$ cat src/rtl/br_resolve.sv
// Branch resolution: turns a compare result into a direction, flags mispredicts and misaligned taken targets.
// Latency: one cycle; flush/exc_misalign/redirect are registered and appear the cycle after acceptance.
// Backpressure: in_ready drops while a redirect is pending; upstream must hold its descriptor until ack.
// Optional build macro BR_PERF_CNT_EN adds taken_cnt / mispred_cnt performance counters.
module br_resolve #(
  parameter int WIDTH = 32
) (
  input  logic             clk,
  input  logic             reset,
  input  logic             in_valid,
  output logic             in_ready,
  input  logic             cmp_true,
  input  logic             is_jump,
  input  logic             pred_taken,
  input  logic [WIDTH-1:0] pc,
  input  logic [WIDTH-1:0] br_target,
  output logic             redirect_valid,
  output logic [WIDTH-1:0] redirect_pc,
  input  logic             redirect_ack,
  output logic             flush,
  output logic             exc_misalign,
  output logic [WIDTH-1:0] exc_pc
`ifdef BR_PERF_CNT_EN
  ,
  output logic [31:0]      taken_cnt,
  output logic [31:0]      mispred_cnt
`endif
);

  typedef enum logic {
    S_IDLE = 1'b0,
    S_REQ  = 1'b1
  } state_t;

  localparam logic [WIDTH-1:0] PC_STEP = WIDTH'(4);

  state_t           state_q, state_d;
  logic             flush_q, flush_d;
  logic             exc_q, exc_d;
  logic [WIDTH-1:0] exc_pc_q, exc_pc_d;
  logic [WIDTH-1:0] rpc_q, rpc_d;

  logic             accept;
  logic             taken;
  logic             mispred;
  logic             misalign;
  logic [WIDTH-1:0] fix_pc;
  logic             start_redirect;

  // Decode the incoming descriptor; only meaningful when accept is high.
  always_comb begin
    accept         = in_valid && (state_q == S_IDLE);
    taken          = is_jump | cmp_true;
    mispred        = taken ^ pred_taken;
    misalign       = taken && (br_target[1:0] != 2'b00);
    fix_pc         = taken ? br_target : (pc + PC_STEP);
    // A misaligned taken target traps instead of redirecting; the trap unit owns that flush.
    start_redirect = accept && !misalign && mispred;
  end

  // FSM state register; reset abandons any pending redirect without needing an ack.
  always_ff @(posedge clk or posedge reset) begin
    if (reset) begin
      state_q <= S_IDLE;
    end else begin
      state_q <= state_d;
    end
  end

  // FSM next state: IDLE waits for a mispredict, REQ waits for fetch to ack.
  always_comb begin
    state_d = state_q;
    case (state_q)
      S_IDLE:  if (start_redirect) state_d = S_REQ;
      S_REQ:   if (redirect_ack)   state_d = S_IDLE;
      default: state_d = S_IDLE;
    endcase
  end

  // FSM outputs are pure state decodes, so they come straight from the state flop.
  always_comb begin
    in_ready       = (state_q == S_IDLE);
    redirect_valid = (state_q == S_REQ);
  end

  // Next values for the registered pulses and held addresses.
  always_comb begin
    flush_d  = start_redirect;
    exc_d    = accept && misalign;
    exc_pc_d = exc_d ? pc : exc_pc_q;
    rpc_d    = start_redirect ? fix_pc : rpc_q;
  end

  // Output registers; redirect_pc only changes on a new redirect so it stays stable through REQ.
  always_ff @(posedge clk or posedge reset) begin
    if (reset) begin
      flush_q  <= 1'b0;
      exc_q    <= 1'b0;
      exc_pc_q <= '0;
      rpc_q    <= '0;
    end else begin
      flush_q  <= flush_d;
      exc_q    <= exc_d;
      exc_pc_q <= exc_pc_d;
      rpc_q    <= rpc_d;
    end
  end

  assign flush        = flush_q;
  assign exc_misalign = exc_q;
  assign exc_pc       = exc_pc_q;
  assign redirect_pc  = rpc_q;

`ifdef BR_PERF_CNT_EN
  logic [31:0] taken_cnt_q, taken_cnt_d;
  logic [31:0] mispred_cnt_q, mispred_cnt_d;

  // Counters include misaligned branches; they wrap naturally at 32 bits.
  always_comb begin
    taken_cnt_d   = taken_cnt_q;
    mispred_cnt_d = mispred_cnt_q;
    if (accept && taken)   taken_cnt_d   = taken_cnt_q + 32'd1;
    if (accept && mispred) mispred_cnt_d = mispred_cnt_q + 32'd1;
  end

  // Counter registers, cleared by reset.
  always_ff @(posedge clk or posedge reset) begin
    if (reset) begin
      taken_cnt_q   <= '0;
      mispred_cnt_q <= '0;
    end else begin
      taken_cnt_q   <= taken_cnt_d;
      mispred_cnt_q <= mispred_cnt_d;
    end
  end

  assign taken_cnt   = taken_cnt_q;
  assign mispred_cnt = mispred_cnt_q;
`endif

endmodule

$ cat config.mk
export PLATFORM = sky130hd
export DESIGN_NAME = br_resolve
export DESIGN_NICKNAME = d
export VERILOG_FILES = /design/src/rtl/br_resolve.sv
export SDC_FILE = /design/constraint.sdc
export NUM_CORES = 1
export LEC_CHECK = 0
export ABC_AREA = 1
export CORE_MARGIN = 1
export CORE_UTILIZATION = 41
export CTS_BUF_LIST = sky130_fd_sc_hd__clkbuf_2 sky130_fd_sc_hd__clkbuf_4 sky130_fd_sc_hd__clkbuf_8
export DETAILED_ROUTE_END_ITERATION = 12
export PLACE_DENSITY_LB_ADDON = 0.2
export SYNTH_ARGS = -nofsm -noshare
export SYNTH_HDL_FRONTEND = slang
export SYNTH_SLANG_ARGS = --single-unit
$ cat constraint.sdc
create_clock -name clk -period 2.7 [get_ports clk]
set_input_delay 0.81 -clock clk [delete_from_list [all_inputs] [get_ports clk]]
set_output_delay 0.81 -clock clk [all_outputs]
set_load 0.01 [all_outputs]
==> results.json, run 1 <==
{
  "required_ps": 2940,
  "worstSetupStartpoint": "pc[3]",
  "avgSynthCellArea_sq_um": 7.03,
  "rr_startpoint": "redirect_valid$_DFF_PP0_",
  "synthTopCellsByCount": "nand2_1, nor2_1, dfrtp_1",
  "synth_edf_count": 0,
  "cts_buffers": 9,
  "detail_route.vias_per_cell": 4.91,
  "fin_skew_ps": 10.7,
  "rows": 34,
  "slew_viol_final": 0,
  "ys_warn_count": 0,
  "yosysTopAreaCellShare_pct": 43.6,
  "status": "finished clean",
  "yosysTopAreaCell": "dfrtp_1",
  "synthDistinctLibCells": 25,
  "grt_max_degree": 58,
  "gp_congestion": 0.908,
  "initial_core_util_pct": 43.3,
  "max_slew_margin_pct": 62.7,
  "cts_resized": 0,
  "drt-initial-drc-count": 171,
  "seq_area_frac_synth_pct": 43.6,
  "netlist_top_cells_area": "dfrtp_1, nand2_1, nor2_1, o21ai_0, nand3_1",
  "synth_area_sq_um": 3850,
  "syn_inst": 547,
  "nets": 760,
  "ctsLongestPathBuffers": 2,
  "overflow": 0,
  "worstSetupStartpointType": "primary input",
  "dpl.hpwl_um": 9140,
  "r2r_end": "redirect_pc[8]$_DFFE_PP0P_",
  "hold_viol_final": 0,
  "holdBufCountCts": 0,
  "die_area_sq_um": 9770,
  "final_layout_size_suffix_gt1_share_pct": 8.51,
  "critPathKind": "in2reg",
  "insertedDiodeCount": 0,
  "holdCritPathClass": "reg2reg",
  "grt_pass1_wl_um": 19000,
  "syn_to_final_growth_pct": 45.0,
  "end_kind": "register",
  "fin_crit_ps": 2250,
  "total_power_mw": 3.61,
  "rsz0062_at_grt": "no",
  "setup_violations": 0,
  "rrSetupSlack_ps": 1190,
  "dr.pass1.iters": 5,
  "portBuffers": 138,
  "tightest_slew_ps": 559,
  "clock-sinks": 67,
  "maxCapViolations": 0,
  "route.detailed.drc": 0,
  "synth_seq_cells": 67,
  "root_buffer": "clkbuf_8",
  "async_flop_share_pct": 100,
  "path_clk_slew_ps": 70,
  "final_antenna_net_count": 0,
  "yosysMostFrequentCell": "nand2_1",
  "ir_drop_uv": 361,
  "power_leakage_nw": 2.64,
  "cp_max_fo": 6,
  "whs_ps": 481,
  "cellPowerDensity_nw_per_um2": 647,
  "htreeDepth": 3,
  "clk-insertion-delay-late_ps": 340,
  "crit_end": "redirect_pc[30]$_DFFE_PP0P_",
  "setup_tns_ps": 0,
  "cts_tree": "done",
  "wl_um": 11600,
  "wl_per_cell_um": 14.5,
  "die_width_um": 98.9,
  "grt_pass1_vias": 3774,
  "antenna_found_initial": 0,
  "post-route-util_pct": 62.7,
  "track_usage_pct": 25.2,
  "pre_cts_ws_ps": 79.5,
  "syn_nets": 619,
  "vias": 3933,
  "synth_ff_type": "dfrtp_1",
  "fp.dieH_um": 98.9,
  "post_cts_buffers": 0,
  "fin_crit_sh_pct": 83.4,
  "crit_arrival_ps": 2490,
  "fin_ws_ps": 447,
  "max_freq_mhz": 444,
  "coreArea_sq_um": 8890,
  "io_pins": 139,
  "reg2reg_depth": 6
}
==> logic make-up (layout without fill, tap and decap cells) <==
family / Yosys count / in the layout / synth area share [%]
AND/OR/NAND/NOR: 370 / 370 / 41.3
flip-flops: 67 / 67 / 43.6
buffers and inverters: 59 / 205 / 7.58
AO/OA/AOI/OAI: 43 / 43 / 5.60
XOR/XNOR: 7 / 7 / 1.59
adder cells (fa/ha/maj): 1 / 1 / 0.325
==> power by group <==
part	internal (mW)	total (mW)	leakage (nW)	switching (mW)
clock network	0.660	1.05	0.124	0.387
logic	0.649	1.17	1.68	0.523
registers	1.25	1.39	0.835	0.141
==> worst max-delay path, cell delays in order <==
cell and delay (ps):
clkdlybuf4s50_1 560, ha_1 260, nand2_2 80, nor2_4 190, nand2_4 130, nor2_2 120
nand2_1 60, nand2_1 60, nand3_1 70, nand2_1 100, nand2_1 50
==> cell usage in the layout (no fill, tap or decap), types with 2 or more instances in the layout <==
cell type	n
nor2_1	76
buf_12	2
nand2_2	9
xor2_1	5
clkdlybuf4s50_1	138
bufinv_16	3
nor2_2	3
nand2_4	3
buf_4	8
clkbuf_8	10
o21ai_1	6
dfrtp_1	67
nand2_1	229
nand3_1	35
nor2_4	12
xnor2_1	2
inv_1	36
o21ai_0	37
clkbuf_4	2
inv_2	5
==> flip-flops by register name (all words and copies together) (netlist names) <==
name,count
flush,1
redirect_valid,1
exc_pc,32
redirect_pc,32
exc_misalign,1
==> layout make-up <==
type | instances | area [sq um]
clock buffer | 12 | 153
clock inverter | 4 | 97.6
fill | 842 | 3320
inverter | 41 | 154
multi-input combinational | 421 | 1880
sequential | 67 | 1680
tap | 108 | 135
timing repair buffer | 148 | 1480
==> metrics by stage <==
step                      instances  cell area, sq um
after floorplan                 547              3850
after global placement          785              5330
after detailed placement        785              5330
after CTS                       801              5580
after global routing            801              5580
final                           801              5580
==> worst min-delay path by stage <==
stage,startpoint,endpoint,slack [ps],depth (start not counted)
floorplan,redirect_pc[3]$_DFFE_PP0P_,redirect_pc[3]$_DFFE_PP0P_,510,2
global placement,exc_pc[19]$_DFFE_PP0P_,exc_pc[19]$_DFFE_PP0P_,460,2
detailed placement,exc_pc[9]$_DFFE_PP0P_,exc_pc[9]$_DFFE_PP0P_,460,2
CTS,redirect_pc[9]$_DFFE_PP0P_,redirect_pc[9]$_DFFE_PP0P_,490,2
global route,redirect_pc[27]$_DFFE_PP0P_,redirect_pc[27]$_DFFE_PP0P_,500,2
finish,redirect_pc[9]$_DFFE_PP0P_,redirect_pc[9]$_DFFE_PP0P_,480,2
==> routing by layer <==
metal / vias to the layer above / share of wire (%) / track usage, % / routed length (um)
met1: 1813 / 46 / 34.5 / 5370
li1: 1964 / - / - / -
met5: - / 0 / 0 / 0
met4: 0 / 2.6 / 9.76 / 304
met3: 23 / 5.8 / 4.75 / 677
met2: 133 / 45 / 39.5 / 5280
(Power assumes the default switching activity.)
==> run 2: changes to the inputs <==
clock period = 2.1 ns   (was 2.7 ns; I/O delays follow)
==> run 2 against run 1 <==
  * Sequential share of layout area fell by 1.5 points
  * Critical path depth down 1
  * Via count up 4.1%
  * Global-route usage increased by 0.68 points
==> results.json, run 2 (same netlist as run 1, synthesis figures left out) <==
{
  "worstPathBufferInverterCount": 1,
  "power_leakage_nw": 2.83,
  "rsz0062_at_grt": "no",
  "final_layout_size_suffix_gt1_share_pct": 13.8,
  "nFillCells": 816,
  "tightest_slew_ps": 355,
  "gp_congestion": 0.829,
  "ir_drop_uv": 490,
  "fin_cells": 841,
  "crit_top_cell": "nand2_1",
  "rows": 34,
  "whs_ps": 480,
  "path_delay_family": "simple AND/OR/NAND/NOR gates",
  "htreeDepth": 3,
  "die_width_um": 98.9,
  "post-route-util_pct": 66.1,
  "multiInputGateArea_sq_um": 1890,
  "fp.dieH_um": 98.9,
  "final_cell_mix": "nand2_1, clkdlybuf4s50_1, nor2_1",
  "setup_tns_ps": 0,
  "grt_pass1_vias": 4022,
  "wl_per_cell_um": 14.2,
  "wl_um": 11900,
  "max_freq_mhz": 498,
  "fin_area_sq_um": 5880,
  "cts_tree": "done",
  "detail_route.vias_per_cell": 4.87,
  "slowest_stage": "clkdlybuf4s50_1",
  "holdCritPathClass": "reg2reg",
  "maxCapViolations": 0,
  "fin_crit_ps": 2010,
  "drt-initial-drc-count": 188,
  "cts_buffers": 9,
  "critPathKind": "in2reg",
  "end_kind": "register",
  "crit_arrival_ps": 2250,
  "coreArea_sq_um": 8890,
  "initial_core_util_pct": 43.3,
  "nets": 801,
  "syn_to_final_growth_pct": 52.8,
  "root_buffer": "clkbuf_8",
  "crit_path_cell_trace": "clkdlybuf4s50_1 -> nand2_2 -> nor2_4 -> nand2_4 -> nor2_4 -> nand2_1 -> nand2_1 -> nand3_1 -> nand2_1 -> nand2_1",
  "worstSetupStartpointType": "primary input",
  "place_area_sq_um": 5650,
  "cp_max_fo": 5,
  "numPlacedInstances": 824,
  "fin_skew_ps": 7.12,
  "dpl.hpwl_um": 9080,
  "slew_viol_final": 0,
  "io_pins": 139,
  "final_antenna_net_count": 0,
  "status": "finished clean",
  "grt_pass1_wl_um": 19600,
  "die_area_sq_um": 9770,
  "track_usage_pct": 25.9,
  "clk-insertion-delay-late_ps": 350,
  "grt_max_degree": 68,
  "dr.pass1.iters": 5,
  "critPathMaxStageDelay_ps": 610,
  "mostFrequentLayoutCell": "nand2_1",
  "route.detailed.drc": 0,
  "path_clk_slew_ps": 70,
  "register_area_sq_um": 1680,
  "max_slew_margin_pct": 76.3,
  "hold_viol_final": 0,
  "cellPowerDensity_nw_per_um2": 760,
  "overflow": 0,
  "setup_violations": 0,
  "antenna_found_initial": 0,
  "vias": 4093,
  "insertedDiodeCount": 0,
  "fin_crit_sh_pct": 95.6,
  "portBuffers": 138,
  "required_ps": 2350,
  "clock-sinks": 67,
  "ctsLongestPathBuffers": 2
}
## run 2: cell types whose count changed in the layout (fill, tap and decap cells not counted), sizes merged, moves of 2 or more
cell | before | now
dlymetal6s2s | 0 | 2
clkdlybuf4s50 | 138 | 136
buf | 10 | 51
bufinv | 3 | 1
clkinvlp | 1 | 3
## run 2: final timing paths
path                                        startpoint  depth (start not counted)  slack, ps                     endpoint
min reg2reg                redirect_pc[28]$_DFFE_PP0P_                          2        480  redirect_pc[28]$_DFFE_PP0P_
min                        redirect_pc[28]$_DFFE_PP0P_                          2        480  redirect_pc[28]$_DFFE_PP0P_
max reg2reg                   redirect_valid$_DFF_PP0_                          6        710   redirect_pc[3]$_DFFE_PP0P_
max                                              pc[4]                         10         90  redirect_pc[31]$_DFFE_PP0P_
max in group asynchronous                        reset                          3       1080  redirect_pc[28]$_DFFE_PP0P_
min in group asynchronous                        reset                          3        730       exc_pc[15]$_DFFE_PP0P_
## run 2: final cells by class
class / instances / area share, %
clock buffer: 11 / 2.58
clock inverter: 4 / 0.852
sequential: 67 / 28.5
inverter: 41 / 2.68
timing repair buffer: 189 / 31.0
tap: 108 / 2.30
multi-input combinational: 421 / 32.1
## run 2: where the power goes
part           internal [mW]  switching (mW)  leakage, nW
clock                  0.605           0.508       0.0974
combinational          0.882           0.690         1.90
sequential              1.60           0.179        0.835
total                   3.09            1.38         2.83
## run 2: per-layer routing
| layer | wire length, um | vias to the layer above | track usage (%) |
|---|---|---|---|
| li1 | - | 2044 | - |
| met1 | 5490 | 1899 | 34.8 |
| met2 | 5530 | 132 | 41.5 |
| met3 | 656 | 18 | 5.11 |
| met4 | 273 | 0 | 9.07 |
| met5 | 0 | - | 0 |
## run 2: tightest hold or removal path, cell delays in order, from the launching register on
cell     delay, ps
dfrtp_1        340
nand2_1         50
nand2_1         60
## run 2: stage by stage
step	power, mW	setup WS (ps)
3_5_place_dp	3.38	-253
6_report	4.47	92.7
5_1_grt	4.73	5.75
4_1_cts	4.50	90.1
2_1_floorplan	2.39	468
3_3_place_gp	3.35	-208
## run 2: timing repair
item	CTS	global route
setup buffers	0	2
gates resized for setup	0	4
setup endpoints to repair	0	5
hold buffers	0	0
==> run 3: changes to the inputs <==
MAX_ROUTING_LAYER = met4   (was default)
==> run 3 against run 2 <==
  * Final cell count up 0.12%
  * Via count down 0.49%
  * Core utilization up 0.056 points
  * Critical path type unchanged
  * Register-to-register slack about the same
  * Total power up 0.68%
  * Maximum frequency up 0.80%
  * Clock-buffer cell count up 2
  * Highest routed layer unchanged
  * Critical path depth up 1
  * Routed wire length up 0.73%
==> results.json, run 3 (same netlist as run 1, synthesis figures left out) <==
{
  "worstSetupStartpointType": "primary input",
  "route.detailed.drc": 0,
  "required_ps": 2340,
  "clock-sinks": 67,
  "internal_power_mw": 3.12,
  "final_cell_mix": "nand2_1, clkdlybuf4s50_1, nor2_1",
  "mostFrequentLayoutCell": "nand2_1",
  "hold_viol_final": 0,
  "seq_power_share_pct": 39.5,
  "holdCritPathClass": "reg2reg",
  "crit_arrival_ps": 2230,
  "rows": 34,
  "fin_ws_ps": 109,
  "rrSetupSlack_ps": 710,
  "cts_buffers": 9,
  "dpl.hpwl_um": 9250,
  "r2r_end": "redirect_pc[8]$_DFFE_PP0P_",
  "tightest_slew_ps": 365,
  "ir_drop_uv": 459,
  "path_clk_slew_ps": 80,
  "setup_tns_ps": 0,
  "die_width_um": 98.9,
  "final_antenna_net_count": 0,
  "portBuffers": 138,
  "clkPwrFrac_pct": 25.4,
  "vias": 4073,
  "crit_top_cell": "nand2_1",
  "critPathMaxStageDelay_ps": 540,
  "htreeDepth": 3,
  "holdPathStages": 2,
  "maxCapViolations": 0,
  "crit_path_cell_trace": "clkdlybuf4s50_1 -> ha_2 -> nand2_2 -> nor2_4 -> buf_4 -> buf_4 -> nand2_1 -> nand2_1 -> nand3_1 -> nand2_1 -> nand2_1",
  "root_buffer": "clkbuf_8",
  "p_comb_share_pct": 35.1,
  "rr_startpoint": "redirect_valid$_DFF_PP0_",
  "dr.pass1.iters": 5,
  "sw_frac_of_total_pct": 30.6,
  "wl_um": 12000,
  "total_power_mw": 4.50,
  "antenna_found_initial": 0,
  "setup_violations": 0,
  "power_leakage_nw": 2.84,
  "fin_skew_ps": 5.46,
  "nFillCells": 802,
  "drt-initial-drc-count": 226,
  "slew_viol_final": 0,
  "grt_max_degree": 68,
  "holdBufCountCts": 0,
  "detail_route.vias_per_cell": 4.84,
  "cp_max_fo": 5,
  "status": "finished clean",
  "track_usage_pct": 26.9,
  "syn_to_final_growth_pct": 52.9,
  "final_layout_size_suffix_gt1_share_pct": 13.9,
  "reg2reg_depth": 6,
  "wl_per_cell_um": 14.3,
  "cellPowerDensity_nw_per_um2": 765,
  "hold_end": "redirect_pc[16]$_DFFE_PP0P_",
  "whs_ps": 483,
  "critPathKind": "in2reg",
  "fin_crit_ps": 1990,
  "nets": 802,
  "hold_start": "redirect_pc[16]$_DFFE_PP0P_",
  "coreArea_sq_um": 8890,
  "pre_cts_ws_ps": -292,
  "grt_pass1_wl_um": 19700,
  "die_area_sq_um": 9770,
  "rsz0062_at_grt": "no",
  "max_slew_margin_pct": 75.6,
  "fin_crit_sh_pct": 94.8,
  "gp_congestion": 0.884,
  "ctsLongestPathBuffers": 2,
  "cts_tree": "done",
  "overflow": 0,
  "end_kind": "register",
  "io_pins": 139,
  "initial_core_util_pct": 43.3,
  "slowest_stage": "clkdlybuf4s50_1",
  "clk-insertion-delay-late_ps": 340,
  "max_freq_mhz": 502,
  "post-route-util_pct": 66.1,
  "fp.dieH_um": 98.9,
  "power_switching_mw": 1.38,
  "insertedDiodeCount": 0,
  "grt_pass1_vias": 3927
}
==> run 3: changes by cell type in the layout (fill, tap and decap cells not counted), sizes merged <==
cell           before  now
clkbuf             11   13
clkinvlp            3    1
buf                51   52
clkdlybuf4s50     136  137
dlymetal6s2s        2    1
==> run 3: power groups by stage <==
stage	registers (mW)	logic, mW	clock network (mW)
after global placement	1.79	1.56	0
after global routing	1.82	1.72	1.21
after detailed placement	1.80	1.58	0
after CTS	1.78	1.59	1.16
after floorplan	1.93	0.451	0
final	1.78	1.58	1.14
==> run 3: timing repair <==
action | 4_1_cts | 5_1_grt
resized for setup | 0 | 4
setup buffers | 0 | 1
endpoints found under the setup margin | 0 | 3
==> run 3: critical path: cells and delay by family <==
| kind | cells | cell delay, ps |
|---|---|---|
| AND/OR/NAND/NOR | 7 | 580 |
| adder cells (fa/ha/maj) | 1 | 220 |
| buffers and inverters | 3 | 790 |
==> run 3: worst max path at each step <==
stage / from / end / slack, ps / depth (start not counted)
finish: pc[2] / redirect_pc[22]$_DFFE_PP0P_ / 110 / 11
CTS: pc[4] / redirect_pc[19]$_DFFE_PP0P_ / 70 / 10
floorplan: pc[2] / redirect_pc[24]$_DFFE_PP0P_ / 470 / 10
detailed placement: pc[3] / redirect_pc[16]$_DFFE_PP0P_ / -290 / 9
global placement: pc[3] / redirect_pc[16]$_DFFE_PP0P_ / -240 / 9
global route: pc[2] / redirect_pc[30]$_DFFE_PP0P_ / 5 / 11
==> run 3: per-stage QoR <==
step	instances	cell area, sq um
finish	842	5880
global route	842	5880
CTS	841	5860
detailed placement	826	5660
global placement	826	5660
floorplan	547	3850
==> run 3: layout make-up <==
class | count | area (sq um) | area share (%)
clock buffers | 13 | 166 | 2.83
clock inverters | 2 | 35.0 | 0.596
inverters | 41 | 158 | 2.68
multi-input cells | 421 | 1890 | 32.1
flip-flops and latches | 67 | 1680 | 28.5
well taps | 108 | 135 | 2.30
repair buffers | 190 | 1820 | 31.0
==> run 3: metal layers <==
layer | up-vias | share of wire (%) | GRT usage (%)
met1 | 1916 | 48 | 36.0
met2 | 98 | 47 | 42.4
met5 | - | 0 | -
met4 | 0 | 1.1 | 5.63
li1 | 2051 | - | -
met3 | 8 | 4.2 | 5.46
